===== src/rtl/line_follow_controller_pkg.sv =====
// Shared definitions for the line follower and the wheel servo handlers.
//   follower_state command encoding, tracking FSM states, turn direction.
package line_follow_controller_pkg;

  // follower_state command; 2'b10 is reserved and never driven.
  localparam logic [1:0] FOLLOW_REST  = 2'b00;
  localparam logic [1:0] FOLLOW_LEFT  = 2'b01;
  localparam logic [1:0] FOLLOW_RIGHT = 2'b11;

  typedef enum logic [2:0] {
    FSM_IDLE    = 3'd0,
    FSM_TRACK_L = 3'd1,
    FSM_TRACK_R = 3'd2,
    FSM_SEARCH  = 3'd3,
    FSM_LOST    = 3'd4
  } fsm_state_t;

  typedef enum logic {
    DIR_LEFT  = 1'b0,
    DIR_RIGHT = 1'b1
  } dir_t;

  function automatic logic [1:0] dir_to_follow(input dir_t d);
    return (d == DIR_RIGHT) ? FOLLOW_RIGHT : FOLLOW_LEFT;
  endfunction

  function automatic fsm_state_t dir_to_track(input dir_t d);
    return (d == DIR_RIGHT) ? FSM_TRACK_R : FSM_TRACK_L;
  endfunction

endpackage


===== src/rtl/line_sensor_filter.sv =====
// One IR line sensor front end: 2-FF synchroniser, polarity normalisation
// (on line = 1), FILTER_LEN-deep sample history and registered filtered flag.
// Ports:
//   clk, rst     - clock, synchronous active-high reset
//   tick         - sample strobe, one clk cycle wide
//   sensor_raw   - raw asynchronous sensor level
//   filt         - filtered on-line flag
module line_sensor_filter #(
  parameter int FILTER_LEN = 4,
  parameter bit ACTIVE_LOW = 1'b1
) (
  input  logic clk,
  input  logic rst,
  input  logic tick,
  input  logic sensor_raw,
  output logic filt
);

  logic [1:0]            sync_ff;
  logic                  on_line;
  logic [FILTER_LEN-1:0] hist;
  logic [FILTER_LEN-1:0] hist_nxt;

  assign on_line  = ACTIVE_LOW ? ~sync_ff[1] : sync_ff[1];
  assign hist_nxt = {hist[FILTER_LEN-2:0], on_line};

  // filt is judged on the history including the sample taken this tick, so
  // the new value is visible in the cycle right after the tick.
  always_ff @(posedge clk) begin
    if (rst) begin
      sync_ff <= '0;
      hist    <= '0;
      filt    <= 1'b0;
    end else begin
      sync_ff <= {sync_ff[0], sensor_raw};
      if (tick) begin
        hist <= hist_nxt;
        if (&hist_nxt) begin
          filt <= 1'b1;
        end else if (~|hist_nxt) begin
          filt <= 1'b0;
        end
      end
    end
  end

endmodule


===== src/rtl/line_follow_controller.sv =====
// Line follower front end: sample tick divider, two filtered IR sensors and
// the tracking FSM that produces the follower_state command for the wheel
// servo handlers.
// Ports:
//   clk, rst          - 100 MHz clock, synchronous active-high reset
//   enable            - run switch (asynchronous, synchronised here)
//   sensor_l/sensor_r - raw asynchronous IR sensor levels
//   follower_state    - 00 REST, 01 LEFT, 11 RIGHT
//   line_lost         - high while the line is declared lost
//   filt_l/filt_r     - filtered on-line flags
//
// state    | meaning
// IDLE     | stopped, waiting for enable and a sample tick
// TRACK_L  | line under left sensor, turn left
// TRACK_R  | line under right sensor, turn right
// SEARCH   | line gone, keep turning toward last_dir until timeout
// LOST     | search timed out, stopped with line_lost raised
module line_follow_controller
  import line_follow_controller_pkg::*;
#(
  parameter int SAMPLE_DIV        = 100000,
  parameter int FILTER_LEN        = 4,
  parameter int MIN_HOLD          = 20,
  parameter int LOST_TIMEOUT      = 500,
  parameter int SENSOR_ACTIVE_LOW = 1
) (
  input  logic       clk,
  input  logic       rst,
  input  logic       enable,
  input  logic       sensor_l,
  input  logic       sensor_r,
  output logic [1:0] follower_state,
  output logic       line_lost,
  output logic       filt_l,
  output logic       filt_r
);

  localparam int DIV_W   = $clog2(SAMPLE_DIV + 1);
  localparam int DWELL_W = (MIN_HOLD > 0) ? $clog2(MIN_HOLD + 1) : 1;
  localparam int LOST_W  = $clog2(LOST_TIMEOUT + 1);

  logic [DIV_W-1:0]   div_cnt;
  logic               tick;
  logic               fsm_tick;
  logic [1:0]         enable_ff;
  logic               enable_sync;

  fsm_state_t         state, state_nxt, acquire_st;
  dir_t               last_dir, last_dir_nxt;
  logic [DWELL_W-1:0] dwell, dwell_nxt;
  logic [LOST_W-1:0]  lost_cnt, lost_cnt_nxt;
  logic [1:0]         follow_nxt;
  logic               line_lost_nxt;
  logic [1:0]         pattern;
  logic               line_seen;
  logic               dwell_done;

  // ---------------- sample tick ----------------
  assign tick = (div_cnt == DIV_W'(SAMPLE_DIV - 1));

  always_ff @(posedge clk) begin
    if (rst) begin
      div_cnt  <= '0;
      fsm_tick <= 1'b0;
    end else begin
      div_cnt  <= tick ? '0 : div_cnt + DIV_W'(1);
      fsm_tick <= tick;
    end
  end

  // ---------------- enable sync ----------------
  always_ff @(posedge clk) begin
    if (rst) begin
      enable_ff <= '0;
    end else begin
      enable_ff <= {enable_ff[0], enable};
    end
  end
  assign enable_sync = enable_ff[1];

  // ---------------- sensor filters ----------------
  line_sensor_filter #(
    .FILTER_LEN (FILTER_LEN),
    .ACTIVE_LOW (SENSOR_ACTIVE_LOW != 0)
  ) u_filt_l (
    .clk        (clk),
    .rst        (rst),
    .tick       (tick),
    .sensor_raw (sensor_l),
    .filt       (filt_l)
  );

  line_sensor_filter #(
    .FILTER_LEN (FILTER_LEN),
    .ACTIVE_LOW (SENSOR_ACTIVE_LOW != 0)
  ) u_filt_r (
    .clk        (clk),
    .rst        (rst),
    .tick       (tick),
    .sensor_raw (sensor_r),
    .filt       (filt_r)
  );

  // ---------------- tracking FSM ----------------
  assign pattern    = {filt_l, filt_r};
  assign line_seen  = filt_l | filt_r;
  assign dwell_done = (dwell >= DWELL_W'(MIN_HOLD));

  // Track target when (re)acquiring the line; both sensors on line keeps the
  // last direction.
  always_comb begin
    acquire_st = dir_to_track(last_dir);
    if (pattern == 2'b10) begin
      acquire_st = FSM_TRACK_L;
    end else if (pattern == 2'b01) begin
      acquire_st = FSM_TRACK_R;
    end
  end

  always_comb begin
    state_nxt     = state;
    dwell_nxt     = dwell;
    lost_cnt_nxt  = lost_cnt;
    last_dir_nxt  = last_dir;
    follow_nxt    = FOLLOW_REST;
    line_lost_nxt = 1'b0;

    if (!enable_sync) begin
      state_nxt = FSM_IDLE;
    end else if (fsm_tick) begin
      case (state)
        FSM_IDLE: begin
          state_nxt = line_seen ? acquire_st : FSM_SEARCH;
        end
        FSM_LOST: begin
          if (line_seen) state_nxt = acquire_st;
        end
        FSM_SEARCH: begin
          // A line reappearing on the expiry tick wins over the timeout.
          if (line_seen) begin
            state_nxt = acquire_st;
          end else if (lost_cnt == LOST_W'(LOST_TIMEOUT - 1)) begin
            state_nxt = FSM_LOST;
          end else begin
            lost_cnt_nxt = lost_cnt + LOST_W'(1);
          end
        end
        FSM_TRACK_L: begin
          if (!line_seen) begin
            state_nxt = FSM_SEARCH;
          end else if (pattern == 2'b01 && dwell_done) begin
            state_nxt = FSM_TRACK_R;
          end else if (!dwell_done) begin
            dwell_nxt = dwell + DWELL_W'(1);
          end
        end
        FSM_TRACK_R: begin
          if (!line_seen) begin
            state_nxt = FSM_SEARCH;
          end else if (pattern == 2'b10 && dwell_done) begin
            state_nxt = FSM_TRACK_L;
          end else if (!dwell_done) begin
            dwell_nxt = dwell + DWELL_W'(1);
          end
        end
        default: state_nxt = FSM_IDLE;
      endcase
    end

    // Entry actions
    if (state_nxt != state) begin
      case (state_nxt)
        FSM_TRACK_L: begin
          dwell_nxt    = '0;
          last_dir_nxt = DIR_LEFT;
        end
        FSM_TRACK_R: begin
          dwell_nxt    = '0;
          last_dir_nxt = DIR_RIGHT;
        end
        FSM_SEARCH: lost_cnt_nxt = '0;
        default: ;
      endcase
    end

    // Outputs are registered alongside the state, so decode the next state.
    case (state_nxt)
      FSM_TRACK_L: follow_nxt = FOLLOW_LEFT;
      FSM_TRACK_R: follow_nxt = FOLLOW_RIGHT;
      FSM_SEARCH:  follow_nxt = dir_to_follow(last_dir_nxt);
      FSM_LOST:    line_lost_nxt = 1'b1;
      default:     follow_nxt = FOLLOW_REST;
    endcase
  end

  always_ff @(posedge clk) begin
    if (rst) begin
      state          <= FSM_IDLE;
      last_dir       <= DIR_LEFT;
      dwell          <= '0;
      lost_cnt       <= '0;
      follower_state <= FOLLOW_REST;
      line_lost      <= 1'b0;
    end else begin
      state          <= state_nxt;
      last_dir       <= last_dir_nxt;
      dwell          <= dwell_nxt;
      lost_cnt       <= lost_cnt_nxt;
      follower_state <= follow_nxt;
      line_lost      <= line_lost_nxt;
    end
  end

endmodule


===== config.mk =====
export PLATFORM = sky130hd
export DESIGN_NAME = line_follow_controller
export DESIGN_NICKNAME = d
export VERILOG_FILES = /design/src/rtl/line_follow_controller_pkg.sv /design/src/rtl/line_sensor_filter.sv /design/src/rtl/line_follow_controller.sv
export SDC_FILE = /design/constraint.sdc
export NUM_CORES = 1
export LEC_CHECK = 0
export CORE_MARGIN = 1
export CORE_UTILIZATION = 48
export DETAILED_ROUTE_END_ITERATION = 7
export PLACE_DENSITY = 0.66
export REMOVE_ABC_BUFFERS = 1
export SLEW_MARGIN = 20
export SYNTH_ARGS = -nofsm -noshare
export SYNTH_HDL_FRONTEND = slang
export SYNTH_HIERARCHICAL = 1
export SYNTH_SLANG_ARGS = --single-unit

===== constraint.sdc =====
create_clock -name clk -period 6.5 [get_ports clk]
set_input_delay 1.3 -clock clk [delete_from_list [all_inputs] [get_ports clk]]
set_output_delay 1.3 -clock clk [all_outputs]
set_load 0.01 [all_outputs]

==> results of run 1 <==
-- cells in the mapped netlist, types with 5 or more instances --
cell     count
nor3_1      14
nand4_1      5
nand3_1      9
o21ai_0      8
nor2b_1      8
nand2_1     18
dfxtp_1     53
xnor2_1     11
xor2_1      16
nor2_1      43
inv_1       13
mux2i_1      7
-- per-stage QoR --
step                      setup slack, ps  hold slack, ps  area, µm²
after floorplan                      4250             414       2450
after global placement               3400             415       2630
after detailed placement             3380             428       2630
after CTS                            3680             451       2720
after global routing                 3560             463       2720
final                                3680             442       2720
-- worst min path at each step --
stage | slack, ps | cells after the start | to
detailed placement | 430 | 1 | enable_ff[1]$_SDFF_PP0_
finish | 440 | 1 | enable_ff[1]$_SDFF_PP0_
global placement | 420 | 1 | u_filt_r/sync_ff[1]$_SDFF_PP0_
global route | 460 | 1 | enable_ff[1]$_SDFF_PP0_
CTS | 450 | 1 | enable_ff[1]$_SDFF_PP0_
floorplan | 410 | 1 | enable_ff[1]$_SDFF_PP0_
-- sequential cells by signal, indices dropped and copies added (netlist names) --
name / flops
u_filt_l/filt: 1
u_filt_r/hist: 3
line_lost: 1
follower_state: 2
dwell: 5
u_filt_r/sync_ff: 2
fsm_tick: 1
div_cnt: 17
u_filt_l/hist: 3
u_filt_l/sync_ff: 2
enable_ff: 2
lost_cnt: 9
state: 3
last_dir: 1
u_filt_r/filt: 1
-- per-layer routing --
| layer | wire length (µm) | vias to the layer above |
|---|---|---|
| li1 | - | 970 |
| met1 | 2180 | 831 |
| met2 | 1860 | 18 |
| met3 | 100 | 5 |
| met4 | 38 | 0 |
| met5 | 0 | - |
-- area by class of cell --
| cell class | instances | area (µm²) |
|---|---|---|
| clock buffer | 6 | 82.6 |
| clock inverter | 1 | 7.51 |
| fill | 487 | 2160 |
| inverter | 13 | 48.8 |
| multi-input combinational | 202 | 1340 |
| sequential | 53 | 1060 |
| tap | 67 | 83.8 |
| timing repair buffer | 10 | 97.6 |
-- power groups by stage --
stage                     combinational (mW)  sequential [mW]  clock, mW
after floorplan                      0.00708            0.337          0
after global placement                0.0131            0.337          0
after detailed placement              0.0133            0.337          0
after CTS                             0.0134            0.330      0.188
after global routing                  0.0150            0.330      0.203
final                                 0.0130            0.330      0.182
-- kinds of logic after synthesis --
kind of cell / share of synthesized area
fa+ha+maj: 0.0199
compound gates: 0.117
mux: 0.0279
buf+inv: 0.0443
xor+xnor: 0.0941
flops: 0.422
simple gates: 0.275
==> metrics.yaml, run 1 <==
synth:
  ys_seq_elements: 53
  yosys.area.top_type: "dfxtp_1"
  synth_edf_count: 0
  yosysSeqAreaShare: 0.422
  ys_types: 57
  syn_area_per_cell_um2: 9.04
  yosys-top-cells-area: "dfxtp_1, nor2_1, xor2_1"
  ys_async_sr_fraction: 0
  synth_warnings: 6
  ys.flop_type: "dfxtp_1"
  synthCells: 278
  synthesis.area_mm2: 0.00251
  synth_top_area_frac: 0.422
routing:
  dr.pass1.iters: 4
  vias: 1824
  dr.first_iter.drc_count: 82
  wl_per_cell_um: 11.9
  routed_via_density: 5.18
  ant_nets: 0
  post-route-drc-count: 0
  wirelength_um: 4180
placement:
  dp_hpwl_um: 3030
  place.gp.congestion: 0.780
  io_buffers: 9
  dp_cells: 345
clocking:
  clockRootBuffer: "clkbuf_8"
  htreeDepth: 2
  ctsResizeCount: 0
  cts_tree: "yes"
  insertion_delay_ps: 290
  cts_setup_buffers: 0
  cts_hold_buf: 0
  cts_buffers: 5
  clkTransAtPathRegs_ps: 90
  cts_max_path_buffers: 2
  cts_num_sinks: 53
floorplanning:
  start_util: 0.515
  io_pins: 10
  rows: 25
  die_w_um: 74.4
  die_y_um: 74.4
  core_area_mm2: 0.00488
  die_area_mm2: 0.00553
grt:
  grt.total_usage: 0.168
  grt_pass1_wl_um: 7250
  antenna_found_initial: 0
  met1_usage: 0.224
  grt_overflow: 0
  grt_use_met3: 0.0325
  use_met2: 0.278
  grt_pass1_vias: 1662
  grt_max_degree: 30
  top_usage_layer: "met2"
critical_path:
  crit_family: "buffers and inverters"
  cp.required_ps: 5200
  crit_end: "filt_r"
  crit_start: "u_filt_r/filt$_SDFFE_PP0P_"
  worstSetupPathType: "reg2out"
  r2r_end: "dwell[0]$_SDFF_PP0_"
  crit_buf_inv: 1
  critical_path.cell_chain: "clkdlybuf4s50_1"
  crit_path_top_delay_cell: "clkdlybuf4s50_1"
  critPathMaxStageDelay_ps: 620
  arrival_ps: 1520
  ff2ff_setup_slack_ps: 4250
  end_kind: "output port"
  start_kind: "flip-flop"
  crit_fanout: 13
  path_depth: 1
  reg2reg_depth: 7
  r2r-start: "lost_cnt[0]$_SDFF_PP0_"
min_path:
  hp-start: "enable_ff[0]$_SDFF_PP0_"
  hp-class: "reg2reg"
final_layout:
  finalNonFillerCells: 352
  fin_util: 0.558
  drive_above_1_share: 0.0702
  area_growth_pct: 8.31
  final_common_cell: "dfxtp_1"
  nets: 294
  most-common-layout-cells: "dfxtp_1, nor2_1, nand2_1"
  num_antenna_cells: 0
power:
  p_int_uw: 418
  switchingPower_uw: 107
  powerDensity_mw_per_mm2: 193
  p_sw_frac: 0.204
  power_frac_clock: 0.347
  total_power_uw: 524
  power_frac_seq: 0.629
  max-vdd-ir-drop_uv: 155
  leakage_nw: 0.970
  p_comb_frac: 0.025
sta:
  worst_slew_pin_slew_ps: 969
  clock_skew_ps: 4.03
  fmax_mhz: 355
  period_share: 0.434
  maxSlewViolCount: 0
  slew_headroom: 0.352
  layout_min_cycle_time_ps: 2820
  rsz0062_at_grt: "no"
  final.setup.tns_ps: 0
  hold_viol: 0
  setup_violations: 0
run_status:
  status: "finished clean"
run:
  cap_violations: 0
Note: power is estimated with default switching activity, not from simulation.
==> run 2: changes to the inputs <==
--- a/config.mk
+++ b/config.mk
@@ -8,7 +8,7 @@
 export CORE_MARGIN = 1
 export CORE_UTILIZATION = 48
 export DETAILED_ROUTE_END_ITERATION = 7
-export PLACE_DENSITY = 0.66
+export PLACE_DENSITY = 0.69
 export REMOVE_ABC_BUFFERS = 1
 export SLEW_MARGIN = 20
 export SYNTH_ARGS = -nofsm -noshare
==> constraint.sdc (replaced) <==
create_clock -name clk -period 2.5 [get_ports clk]
set_input_delay 0.5 -clock clk [delete_from_list [all_inputs] [get_ports clk]]
set_output_delay 0.5 -clock clk [all_outputs]
set_load 0.01 [all_outputs]
==> run 2 against run 1 <==
First-iteration DRC count is 9.8% higher. Flip-flop and latch count stayed put. Wire length is 2.5% higher. Clock skew is 2.0 ps higher. Design area is 0.78% higher. Critical path depth is 5 higher. Critical path type is now reg2reg. Largest cell class unchanged. Highest routed layer unchanged.
==> metrics.yaml, run 2 (synthesis gave the netlist of run 1 again) <==
sta:
  setup_ws_ps: 261
  clock_skew_ps: 6.07
  maxSlewViolCount: 0
  whs_ps: 443
  layout_min_cycle_time_ps: 2240
  slew_headroom: 0.636
  setup_violations: 0
  fmax_mhz: 447
  worst_slew_pin_slew_ps: 545
  final.setup.tns_ps: 0
  hold_viol: 0
  period_share: 0.896
  rsz0062_at_grt: "no"
final_layout:
  finalNonFillerCells: 353
  drive_above_1_share: 0.0734
  final_common_cell: "dfxtp_1"
  top_register: "div_cnt"
  nets: 295
  num_antenna_cells: 0
  area_growth_pct: 9.16
  largest_reg_flops: 17
  most-common-layout-cells: "dfxtp_1, nor2_1, nand2_1"
  top_regs: "div_cnt (17), lost_cnt (9), dwell (5)"
power:
  leakage_nw: 0.986
  total_power_mw: 1.44
  max-vdd-ir-drop_uv: 440
  powerDensity_mw_per_mm2: 524
grt:
  grt_pass1_wl_um: 7470
  grt_max_degree: 22
  antenna_found_initial: 0
  grt_overflow: 0
  grt.total_usage: 0.175
  grt_pass1_vias: 1649
critical_path:
  worstSetupPathType: "reg2reg"
  crit_fanout: 15
  critical_path.cell_chain: "xnor2_1 -> a311oi_1 -> a31oi_1 -> a2bb2oi_2 -> o41ai_4 -> nor2_1"
  end_kind: "flip-flop"
  cp.required_ps: 2680
  start_kind: "flip-flop"
  arrival_ps: 2410
  crit_path_top_delay_cell: "dfxtp_1"
  critPathMaxStageDelay_ps: 620
routing:
  vias: 1828
  dr.pass1.iters: 4
  routed_via_density: 5.18
  dr.first_iter.drc_count: 90
  post-route-drc-count: 0
  wl_per_cell_um: 12.1
  wirelength_um: 4280
  ant_nets: 0
floorplanning:
  die_w_um: 74.4
  die_y_um: 74.4
  die_area_mm2: 0.00553
  start_util: 0.515
  core_area_mm2: 0.00488
  rows: 25
  io_pins: 10
clocking:
  clkTransAtPathRegs_ps: 90
  cts_hold_buf: 0
  cts_tree: "yes"
  cts_num_sinks: 53
  htreeDepth: 2
  insertion_delay_ps: 300
  ctsResizeCount: 0
  cts_max_path_buffers: 2
  cts_setup_buffers: 0
  clockRootBuffer: "clkbuf_8"
  cts_buffers: 5
placement:
  dp_cells: 346
  place.gp.congestion: 0.816
  dp_worst_setup_slack_ps: 272
  io_buffers: 9
  dp_hpwl_um: 3020
run:
  cap_violations: 0
run_status:
  status: "finished clean"
min_path:
  hp-class: "reg2reg"
==> run 2: changes by cell type in the layout (fill, tap and decap cells not counted) <==
cell        before  now
buf_4            1    2
bufinv_16        0    1
clkbuf_8         6    5
clkinv_2         0    1
clkinvlp_4       1    0
==> run 2: layout make-up <==
type / instances / area (µm²)
Tap cell: 67 / 83.8
Clock buffer: 5 / 68.8
Multi-Input combinational cell: 202 / 1340
Sequential cell: 53 / 1060
Timing Repair Buffer: 11 / 105
Inverter: 13 / 48.8
Fill cell: 461 / 2140
Clock inverter: 2 / 35.0
==> run 2: worst paths after layout <==
| check | from | endpoint | slack (ps) | depth (start not counted) |
|---|---|---|---|---|
| setup / recovery | state[0]$_SDFF_PP0_ | lost_cnt[7]$_SDFF_PP0_ | 260 | 6 |
| hold / removal | enable_ff[0]$_SDFF_PP0_ | enable_ff[1]$_SDFF_PP0_ | 440 | 1 |
| setup reg to reg | state[0]$_SDFF_PP0_ | lost_cnt[7]$_SDFF_PP0_ | 260 | 6 |
| hold reg to reg | enable_ff[0]$_SDFF_PP0_ | enable_ff[1]$_SDFF_PP0_ | 440 | 1 |
==> run 2: metrics by stage <==
| stage | instance area [µm²] | utilization |
|---|---|---|
| 3_5_place_dp | 2640 | 0.541 |
| 5_1_grt | 2740 | 0.562 |
| 6_report | 2740 | 0.562 |
| 3_3_place_gp | 2640 | 0.541 |
| 2_1_floorplan | 2450 | - |
| 4_1_cts | 2740 | 0.562 |
==> run 2: power breakdown <==
part | internal (mW) | leakage (nW) | switching, mW
registers | 0.852 | 0.429 | 0.00504
logic | 0.0156 | 0.503 | 0.0199
clock network | 0.291 | 0.0540 | 0.255
total | 1.16 | 0.986 | 0.280
==> run 2: routing by layer <==
metal  vias up  track usage  wire [µm]
met5         -            0          0
met4         0       0.0524         46
met3         6       0.0447        125
met2        17        0.267       1920
met1       832        0.242       2190
li1        973            -          -
==> run 2: worst max-delay path: cells and delay by family, from the launching register on <==
kind,cells,cell delay (ps)
compound gates,4,1230
xor+xnor,1,160
flops,1,620
simple gates,1,110
==> run 3: changes to the inputs <==
--- a/config.mk
+++ b/config.mk
@@ -6,9 +6,9 @@
 export NUM_CORES = 1
 export LEC_CHECK = 0
 export CORE_MARGIN = 1
-export CORE_UTILIZATION = 48
+export CORE_UTILIZATION = 54
 export DETAILED_ROUTE_END_ITERATION = 7
-export PLACE_DENSITY = 0.69
+export PLACE_DENSITY = 0.76
 export REMOVE_ABC_BUFFERS = 1
 export SLEW_MARGIN = 20
 export SYNTH_ARGS = -nofsm -noshare
==> run 3 against run 2 <==
Worst hold slack better by 17 ps. Die area is 11% lower. Combinational power is 5% higher. Sequential power hardly changed. Setup slack worse by 28 ps. Sequential share of layout area is 0.45 points higher. Via count is 4.1% higher. Design area is 1.1% lower.
==> metrics.yaml, run 3 (synthesis gave the netlist of run 1 again) <==
run_status:
  status: "finished clean"
final_layout:
  fillCellCount: 377
  drive_above_1_share: 0.0729
  largest_reg_flops: 17
  top_register: "div_cnt"
  nets: 296
  fin_util: 0.615
  most-common-layout-cells: "dfxtp_1, nor2_1, nand2_1"
  multi_input_area_mm2: 0.00134
  num_antenna_cells: 0
  final-seq-area_mm2: 0.00106
  top_regs: "div_cnt (17), lost_cnt (9), dwell (5)"
  area_growth_pct: 7.91
  final_common_cell: "dfxtp_1"
floorplanning:
  die_area_mm2: 0.00493
  core_area_mm2: 0.00441
  start_util: 0.569
  die_w_um: 70.2
  die_y_um: 70.2
  rows: 24
  io_pins: 10
routing:
  post-route-drc-count: 0
  ant_nets: 0
  wirelength_um: 4320
  dr.first_iter.drc_count: 120
  wl_per_cell_um: 12.7
  vias: 1903
  dr.pass1.iters: 4
  routed_via_density: 5.60
sta:
  period_share: 0.907
  final.setup.tns_ps: 0
  hold_viol: 0
  worst_slew_pin_slew_ps: 574
  fmax_mhz: 441
  clock_skew_ps: 6.41
  layout_min_cycle_time_ps: 2270
  setup_violations: 0
  setup_ws_ps: 234
  maxSlewViolCount: 0
  rsz0062_at_grt: "no"
  slew_headroom: 0.616
critical_path:
  cp.required_ps: 2680
  critical_path.cell_chain: "or2_1 -> a211o_1 -> a31oi_2 -> nor2_2 -> o41ai_4 -> nor2_1"
  start_kind: "flip-flop"
  crit_path_top_delay_cell: "o41ai_4"
  critPathMaxStageDelay_ps: 570
  end_kind: "flip-flop"
  worstSetupPathType: "reg2reg"
  arrival_ps: 2440
  crit_fanout: 15
power:
  power_frac_seq: 0.633
  switchingPower_uw: 288
  p_comb_frac: 0.027
  powerDensity_mw_per_mm2: 500
  leakage_nw: 0.975
  p_int_mw: 1.07
  power_frac_clock: 0.340
  p_sw_frac: 0.212
  max-vdd-ir-drop_uv: 388
clocking:
  htreeDepth: 2
  cts_setup_buffers: 0
  cts_buffers: 5
  clockRootBuffer: "clkbuf_8"
  insertion_delay_ps: 300
  cts_max_path_buffers: 2
  cts_tree: "yes"
  cts_num_sinks: 53
  clkTransAtPathRegs_ps: 90
min_path:
  hp-class: "reg2reg"
grt:
  grt_pass1_vias: 1831
  grt_overflow: 0
  grt_max_degree: 16
  grt_pass1_wl_um: 7950
  antenna_found_initial: 0
  grt.total_usage: 0.200
run:
  cap_violations: 0
placement:
  dp_hpwl_um: 3120
  io_buffers: 9
  dp_worst_setup_slack_ps: 180
  place.gp.congestion: 0.889
[run 3: cell types whose count changed in the layout (fill, tap and decap cells not counted), sizes merged]
cell / change
clkinvlp: +1
clkinv: -1
buf: +1
clkbuf: +2
bufinv: -1
[run 3: final cells by class]
| type | count | area share |
|---|---|---|
| clock buffer | 7 | 0.0281 |
| clock inverter | 1 | 0.00277 |
| inverter | 13 | 0.0180 |
| multi-input combinational | 202 | 0.494 |
| sequential | 53 | 0.391 |
| tap | 52 | 0.0240 |
| timing repair buffer | 12 | 0.0415 |
[run 3: metrics by stage]
| step | instances | cell area [µm²] | power [mW] | hold WS (ps) |
|---|---|---|---|---|
| after detailed placement | 332 | 2630 | 0.914 | 442 |
| final | 340 | 2710 | 1.35 | 460 |
| after global placement | 332 | 2630 | 0.913 | 418 |
| after floorplan | 268 | 2450 | 0.894 | 414 |
| after CTS | 340 | 2710 | 1.37 | 464 |
| after global routing | 340 | 2710 | 1.41 | 474 |
[run 3: power groups by stage]
stage          combinational [mW]  sequential [mW]  clock (mW)
5_1_grt                    0.0418            0.859       0.508
3_5_place_dp               0.0372            0.877           0
6_report                   0.0371            0.857       0.461
2_1_floorplan              0.0184            0.876           0
3_3_place_gp               0.0364            0.877           0
4_1_cts                    0.0379            0.857       0.474
[run 3: worst max-delay path, delay by kind of cell, from the launching register on]
kind               cells  cell delay (ps)
and+or+nand+nor        3              560
DFF                    1              470
AOI/OAI and AO/OA      3             1100
[run 3: worst paths after layout]
check                                               startpoint  depth (start not counted)                             end  slack, ps
worst max-delay path                       state[0]$_SDFF_PP0_                          6          lost_cnt[7]$_SDFF_PP0_        230
worst min-delay path            u_filt_l/sync_ff[0]$_SDFF_PP0_                          1  u_filt_l/sync_ff[1]$_SDFF_PP0_        460
worst max register to register             state[0]$_SDFF_PP0_                          6          lost_cnt[7]$_SDFF_PP0_        230
worst min register to register  u_filt_l/sync_ff[0]$_SDFF_PP0_                          1  u_filt_l/sync_ff[1]$_SDFF_PP0_        460
[run 3: layer usage]
| layer | wire, µm | global-route usage | vias up |
|---|---|---|---|
| li1 | - | - | 972 |
| met1 | 1960 | 0.252 | 883 |
| met2 | 2120 | 0.327 | 41 |
| met3 | 163 | 0.0404 | 7 |
| met4 | 80 | 0.0956 | 0 |
| met5 | 0 | 0 | - |
[run 3: repair_timing]
item | CTS | global route
hold buffers | 0 | 0
resized for setup | 0 | 0
setup endpoints to repair | 0 | 9
